**config.mk**
```make
export PLATFORM = sky130hd
export DESIGN_NAME = cp0_intc
export DESIGN_NICKNAME = d
export VERILOG_FILES = /design/src/rtl/cp0_intc_pkg.sv /design/src/rtl/cp0_intc_irq_sync_edge.sv /design/src/rtl/cp0_intc.sv
export SDC_FILE = /design/constraint.sdc
export NUM_CORES = 1
export LEC_CHECK = 0
export BUFFER_PORTS_ARGS = -buffer_cell sky130_fd_sc_hd__clkbuf_2
export CAP_MARGIN = 25
export CORE_MARGIN = 3
export CORE_UTILIZATION = 29
export DETAILED_ROUTE_END_ITERATION = 6
export GPL_ROUTABILITY_DRIVEN = 0
export PLACE_DENSITY = 0.55
export SLEW_MARGIN = 20
export SYNTH_ARGS = -nofsm -noshare
export SYNTH_HDL_FRONTEND = slang
export SYNTH_SLANG_ARGS = --single-unit
```
**constraint.sdc**
```tcl
create_clock -name clk -period 2.4 [get_ports clk]
set_clock_uncertainty 0.2 [all_clocks]
set_input_delay 0.48 -clock clk [delete_from_list [all_inputs] [get_ports clk]]
set_output_delay 0.48 -clock clk [all_outputs]
set_load 0.02 [all_outputs]
```
**src/rtl/cp0_intc_pkg.sv**
```systemverilog
// Shared CP0 register numbers, status/cause bit positions and exception codes
// for the coprocessor-0 / interrupt controller slice.
package cp0_pkg;

    localparam logic [4:0] CP0_SR    = 5'd12;
    localparam logic [4:0] CP0_CAUSE = 5'd13;
    localparam logic [4:0] CP0_EPC   = 5'd14;
    localparam logic [4:0] CP0_PRID  = 5'd15;

    localparam int SR_IE    = 0;
    localparam int SR_EXL   = 1;
    localparam int CAUSE_BD = 31;

    localparam logic [4:0] EXC_INT = 5'd0;

endpackage

```
**src/rtl/cp0_intc_irq_sync_edge.sv**
```systemverilog
// One interrupt channel: optional synchroniser chain, rising-edge detector and
// sticky pending bit; ip presents either the pending bit or the synced level.
module irq_sync_edge #(
    parameter int SYNC_STAGES = 0,
    parameter bit IS_EDGE     = 1'b0
) (
    input  logic clk,
    input  logic reset,
    input  logic rawIn,
    input  logic clrPend,
    output logic ip
);

    logic syncd;
    logic prev;
    logic pending;

    generate
        if (SYNC_STAGES == 0) begin : gNoSync
            assign syncd = rawIn;
        end else begin : gSync
            logic [SYNC_STAGES-1:0] chain;
            always_ff @(posedge clk) begin
                if (reset) begin
                    chain <= '0;
                end else begin
                    chain[0] <= rawIn;
                    for (int k = 1; k < SYNC_STAGES; k++) chain[k] <= chain[k-1];
                end
            end
            assign syncd = chain[SYNC_STAGES-1];
        end
    endgenerate

    // NOTE: sequential state uses non-blocking assignments so every flop samples
    // pre-edge values; blocking here would let prev see the new syncd.
    always_ff @(posedge clk) begin
        if (reset) begin
            prev    <= 1'b0;
            pending <= 1'b0;
        end else begin
            prev <= syncd;
            // A new edge in the same cycle as a software clear keeps the bit set.
            if (syncd && !prev) pending <= 1'b1;
            else if (clrPend)   pending <= 1'b0;
        end
    end

    assign ip = IS_EDGE ? pending : syncd;

endmodule

```
**src/rtl/cp0_intc.sv**
```systemverilog
// Coprocessor 0 for the 5-stage core: SR/Cause/EPC/PrID, prioritised hardware
// interrupts and synchronous exception capture beside the M stage.
module cp0_intc
    import cp0_pkg::*;
#(
    parameter int          NUM_IRQ     = 6,
    parameter int          IRQ_BASE    = 10,
    parameter logic [7:0]  EDGE_MASK   = 8'h00,
    parameter int          SYNC_STAGES = 0,
    parameter logic [31:0] PRID        = 32'h0000_4D50
) (
    input  logic               clk,
    input  logic               reset,
    input  logic               we_i,
    input  logic [4:0]         addr_i,
    input  logic [31:0]        wdata_i,
    output logic [31:0]        rdata_o,
    input  logic [31:0]        pc_i,
    input  logic               bd_i,
    input  logic               exc_req_i,
    input  logic [4:0]         exc_code_i,
    input  logic               eret_i,
    input  logic [NUM_IRQ-1:0] hw_int_i,
    output logic               int_req_o,
    output logic [2:0]         int_idx_o,
    output logic [31:0]        epc_o,
    output logic               exl_o
);

    logic               srIe;
    logic               srExl;
    logic [NUM_IRQ-1:0] srIm;
    logic               causeBd;
    logic [4:0]         excCode;
    logic [29:0]        epcHi;

    logic [NUM_IRQ-1:0] ipVec;
    logic [NUM_IRQ-1:0] ipEn;
    logic [NUM_IRQ-1:0] clrPend;
    logic               irq;
    logic               take;
    logic [31:0]        excPc;

    for (genvar i = 0; i < NUM_IRQ; i++) begin : gChan
        // Only edge channels hold state, so only they react to a Cause write.
        assign clrPend[i] = we_i && !take && (addr_i == CP0_CAUSE) && !wdata_i[IRQ_BASE+i];

        irq_sync_edge #(
            .SYNC_STAGES(SYNC_STAGES),
            .IS_EDGE    (EDGE_MASK[i])
        ) uSyncEdge (
            .clk    (clk),
            .reset  (reset),
            .rawIn  (hw_int_i[i]),
            .clrPend(clrPend[i]),
            .ip     (ipVec[i])
        );
    end

    assign ipEn      = ipVec & srIm;
    assign irq       = srIe && !srExl && (|ipEn);
    assign take      = !reset && (exc_req_i || irq);
    assign int_req_o = take;
    assign excPc     = bd_i ? (pc_i - 32'd4) : pc_i;
    assign epc_o     = {epcHi, 2'b00};
    assign exl_o     = srExl;

    // NOTE: every combinational output gets a default before the case/loop so
    // no path leaves it unassigned and no latch is inferred.
    always_comb begin
        int_idx_o = '0;
        for (int i = 0; i < NUM_IRQ; i++) begin
            if (ipEn[i]) int_idx_o = 3'(i);
        end
    end

    always_comb begin
        rdata_o = '0;
        case (addr_i)
            CP0_SR: begin
                rdata_o[SR_IE]                = srIe;
                rdata_o[SR_EXL]               = srExl;
                rdata_o[IRQ_BASE +: NUM_IRQ]  = srIm;
            end
            CP0_CAUSE: begin
                rdata_o[CAUSE_BD]             = causeBd;
                rdata_o[IRQ_BASE +: NUM_IRQ]  = ipVec;
                rdata_o[6:2]                  = excCode;
            end
            CP0_EPC:  rdata_o = {epcHi, 2'b00};
            CP0_PRID: rdata_o = PRID;
            default:  ;
        endcase
    end

    // A take outranks ERET and discards any MTC0 issued in the same cycle.
    always_ff @(posedge clk) begin
        if (reset) begin
            srIe    <= 1'b0;
            srExl   <= 1'b0;
            srIm    <= '0;
            causeBd <= 1'b0;
            excCode <= EXC_INT;
            epcHi   <= '0;
        end else if (take) begin
            srExl   <= 1'b1;
            causeBd <= bd_i;
            epcHi   <= excPc[31:2];
            excCode <= exc_req_i ? exc_code_i : EXC_INT;
        end else begin
            if (eret_i) srExl <= 1'b0;
            if (we_i) begin
                case (addr_i)
                    CP0_SR: begin
                        srIe  <= wdata_i[SR_IE];
                        srExl <= wdata_i[SR_EXL];
                        srIm  <= wdata_i[IRQ_BASE +: NUM_IRQ];
                    end
                    CP0_EPC: epcHi <= wdata_i[31:2];
                    default: ;
                endcase
            end
        end
    end

endmodule

```
==> results.json <==
{
  "status": "complete, no violations",
  "synth_area_mm2": 0.00291,
  "grt_pass1_wl_um": 16600,
  "synthToLayoutAreaGrowth_pct": 40.1,
  "power_frac_seq": 0.468,
  "layout_commonest_cell": "clkbuf_2",
  "ant_nets": 0,
  "path_cells": "clkbuf_2 -> buf_4 -> mux2_2 -> o221a_2 -> clkbuf_2",
  "r2r-start": "srIm[1]",
  "start_kind": "input pin",
  "cts_tree": "yes",
  "fin_nets": 612,
  "crit_path_max_fanout": 13,
  "yosys_warnings": 0,
  "reg2reg_depth": 7,
  "pin_count": 155,
  "wl_um": 10500,
  "dp_cells": 646,
  "layout_common_cells": "clkbuf_2, nor2_1, dfxtp_1",
  "dp_hpwl_um": 8330,
  "power_density_mw_per_mm2": 425,
  "setup_viol": 0,
  "whs_ps": 215,
  "design_area_mm2": 0.00408,
  "tns_ps": 0,
  "fin_ws_ps": 174,
  "slew_viol_final": 0,
  "p_sw_mw": 0.562,
  "final_util": 0.429,
  "drt_iter0_drc": 198,
  "syn_area_per_cell_um2": 8.00,
  "slowest_delay_ps": 360,
  "p_comb_frac": 0.256,
  "grt_usage": 0.183,
  "endpoint_kind": "output pin",
  "routedWlPerCell_um": 16.1,
  "final_cells": 655,
  "clkSinkCount": 44,
  "cts_buffers": 5,
  "critPathLaunch": "addr_i[1]",
  "drc": 0,
  "insertion_delay_ps": 300,
  "grt_max_degree": 43,
  "r2r-end": "srIm[5]",
  "ctsLongestPathBuffers": 2,
  "die_w_um": 106,
  "worstHoldStart": "wdata_i[31]",
  "hold_violations": 0,
  "critPathCapture": "rdata_o[10]",
  "dr.pass1.iters": 5,
  "drv_cap": 0,
  "crit_slowest_cell": "mux2_2",
  "ys_types": 51,
  "p_int_mw": 1.17,
  "coreArea_mm2": 0.00950,
  "rrSetupSlack_ps": 440,
  "grt.overflow.total": 0,
  "ys_ff_latch": 44,
  "seq_area_frac_synth": 0.303,
  "path_class": "in -> out",
  "power_leakage_nw": 1.85,
  "post-synth-top-area-cell": "dfxtp_1",
  "vias": 3284,
  "clock-root-buffer": "clkbuf_8",
  "chipHeight_um": 106,
  "swShare": 0.324,
  "worst_path_most_repeated_cell": "clkbuf_2",
  "grt_pass1_vias": 3175,
  "max_freq_ghz": 0.449,
  "layout-drive-gt1-share": 0.411,
  "power.total_mw": 1.73,
  "place_area_mm2": 0.00398,
  "htree_num_levels": 2,
  "start_util": 0.306,
  "vias_per_cell": 5.01,
  "rows": 35,
  "dp_slack_ps": -125,
  "finalCritPeriodShare": 0.928,
  "ir_worst_vdd_v": 0.000235,
  "antenna_found_initial": 0,
  "diodes": 0,
  "crit_arrival_ps": 1550,
  "p_clk_frac": 0.277,
  "hp-class": "in -> reg",
  "cp_data_required_time_ps": 1720,
  "path_clk_slew_ps": 90,
  "synth_top_cell_area_share": 0.303,
  "cts_resized": 0,
  "syn-instance-count": 364,
  "die_area_mm2": 0.0113,
  "finalCriticalPeriod_ps": 2230,
  "synthTopCellsByArea": "dfxtp_1, xnor2_1, nor2_1",
  "numPortBuffers": 150
}
[how the worst min path moves through the flow]
stage	endpoint	cells after the start
after global routing	epcHi[26]	3
after global placement	causeBd	2
after CTS	epcHi[19]	3
after floorplan	causeBd	2
after detailed placement	causeBd	2
final	epcHi[29]	3
[power by group through the flow]
stage,registers [mW],logic [mW],clock network [mW]
2_1_floorplan,0.862,0.188,0
3_3_place_gp,0.827,0.439,0
3_5_place_dp,0.828,0.443,0
4_1_cts,0.811,0.445,0.497
5_1_grt,0.817,0.486,0.522
6_report,0.810,0.443,0.479
[cells in the mapped netlist, drive strengths merged]
| master | count |
|---|---|
| or4 | 3 |
| a31oi | 2 |
| nand3 | 5 |
| xor2 | 4 |
| mux2i | 11 |
| a21o | 3 |
| nand4 | 4 |
| a211oi | 1 |
| nor4 | 9 |
| nor2b | 3 |
| nor3 | 11 |
| nor3b | 1 |
| clkbuf | 23 |
| nand2 | 40 |
| inv | 4 |
| nand3b | 4 |
| a32oi | 1 |
| and2 | 1 |
| and3 | 20 |
| ha | 1 |
| conb | 1 |
| a22oi | 10 |
| a311oi | 10 |
| or3 | 4 |
| a21oi | 26 |
| a221oi | 14 |
| and3b | 1 |
| o31ai | 1 |
| o221a | 3 |
| o21ai | 8 |
| nand2b | 1 |
| xnor2 | 24 |
| a22o | 1 |
| or2 | 2 |
| dfxtp | 44 |
| nand4b | 2 |
| mux2 | 10 |
| buf | 6 |
| nor2 | 45 |
[sequential cells by signal (all words and copies together) (netlist names)]
signal	cells
causeBd	1
epcHi	30
srIe	1
excCode	5
exl_o	1
srIm	6
[cells by family after synthesis]
logic type / count (synthesis) / synth area share
flops: 44 / 0.303
other cells: 1 / 0.00129
xor+xnor: 28 / 0.0843
simple gates: 156 / 0.287
fa+ha+maj: 1 / 0.00430
compound gates: 80 / 0.198
mux: 21 / 0.0765
buf+inv: 33 / 0.0464
[routing by layer]
metal | part of all wire | routed length (µm) | vias up | GRT usage
met3 | 0.064 | 672 | 8 | 0.0231
met5 | 0 | 0 | - | 0
met1 | 0.44 | 4670 | 1518 | 0.247
met2 | 0.48 | 5020 | 111 | 0.307
li1 | - | - | 1647 | -
met4 | 0.014 | 151 | 0 | 0.0481
[area by class of cell]
| class | count | area (µm²) |
|---|---|---|
| tap | 129 | 161 |
| fill | 1023 | 5430 |
| clock buffer | 5 | 68.8 |
| timing repair buffer | 182 | 1030 |
| sequential | 44 | 881 |
| clock inverter | 3 | 23.8 |
| inverter | 4 | 15.0 |
| multi-input combinational | 288 | 1900 |
[critical path: cells and delay by family]
family	cells	cell delay (ps)
buf+inv	3	450
mux	1	360
compound gates	1	240
[what timing repair did]
action / in CTS / in global routing
setup buffers: 0 / 1
hold buffers: 0 / 0
endpoints found under the setup margin: 0 / 1
No activity file was read; power rests on OpenSTA's default activity.
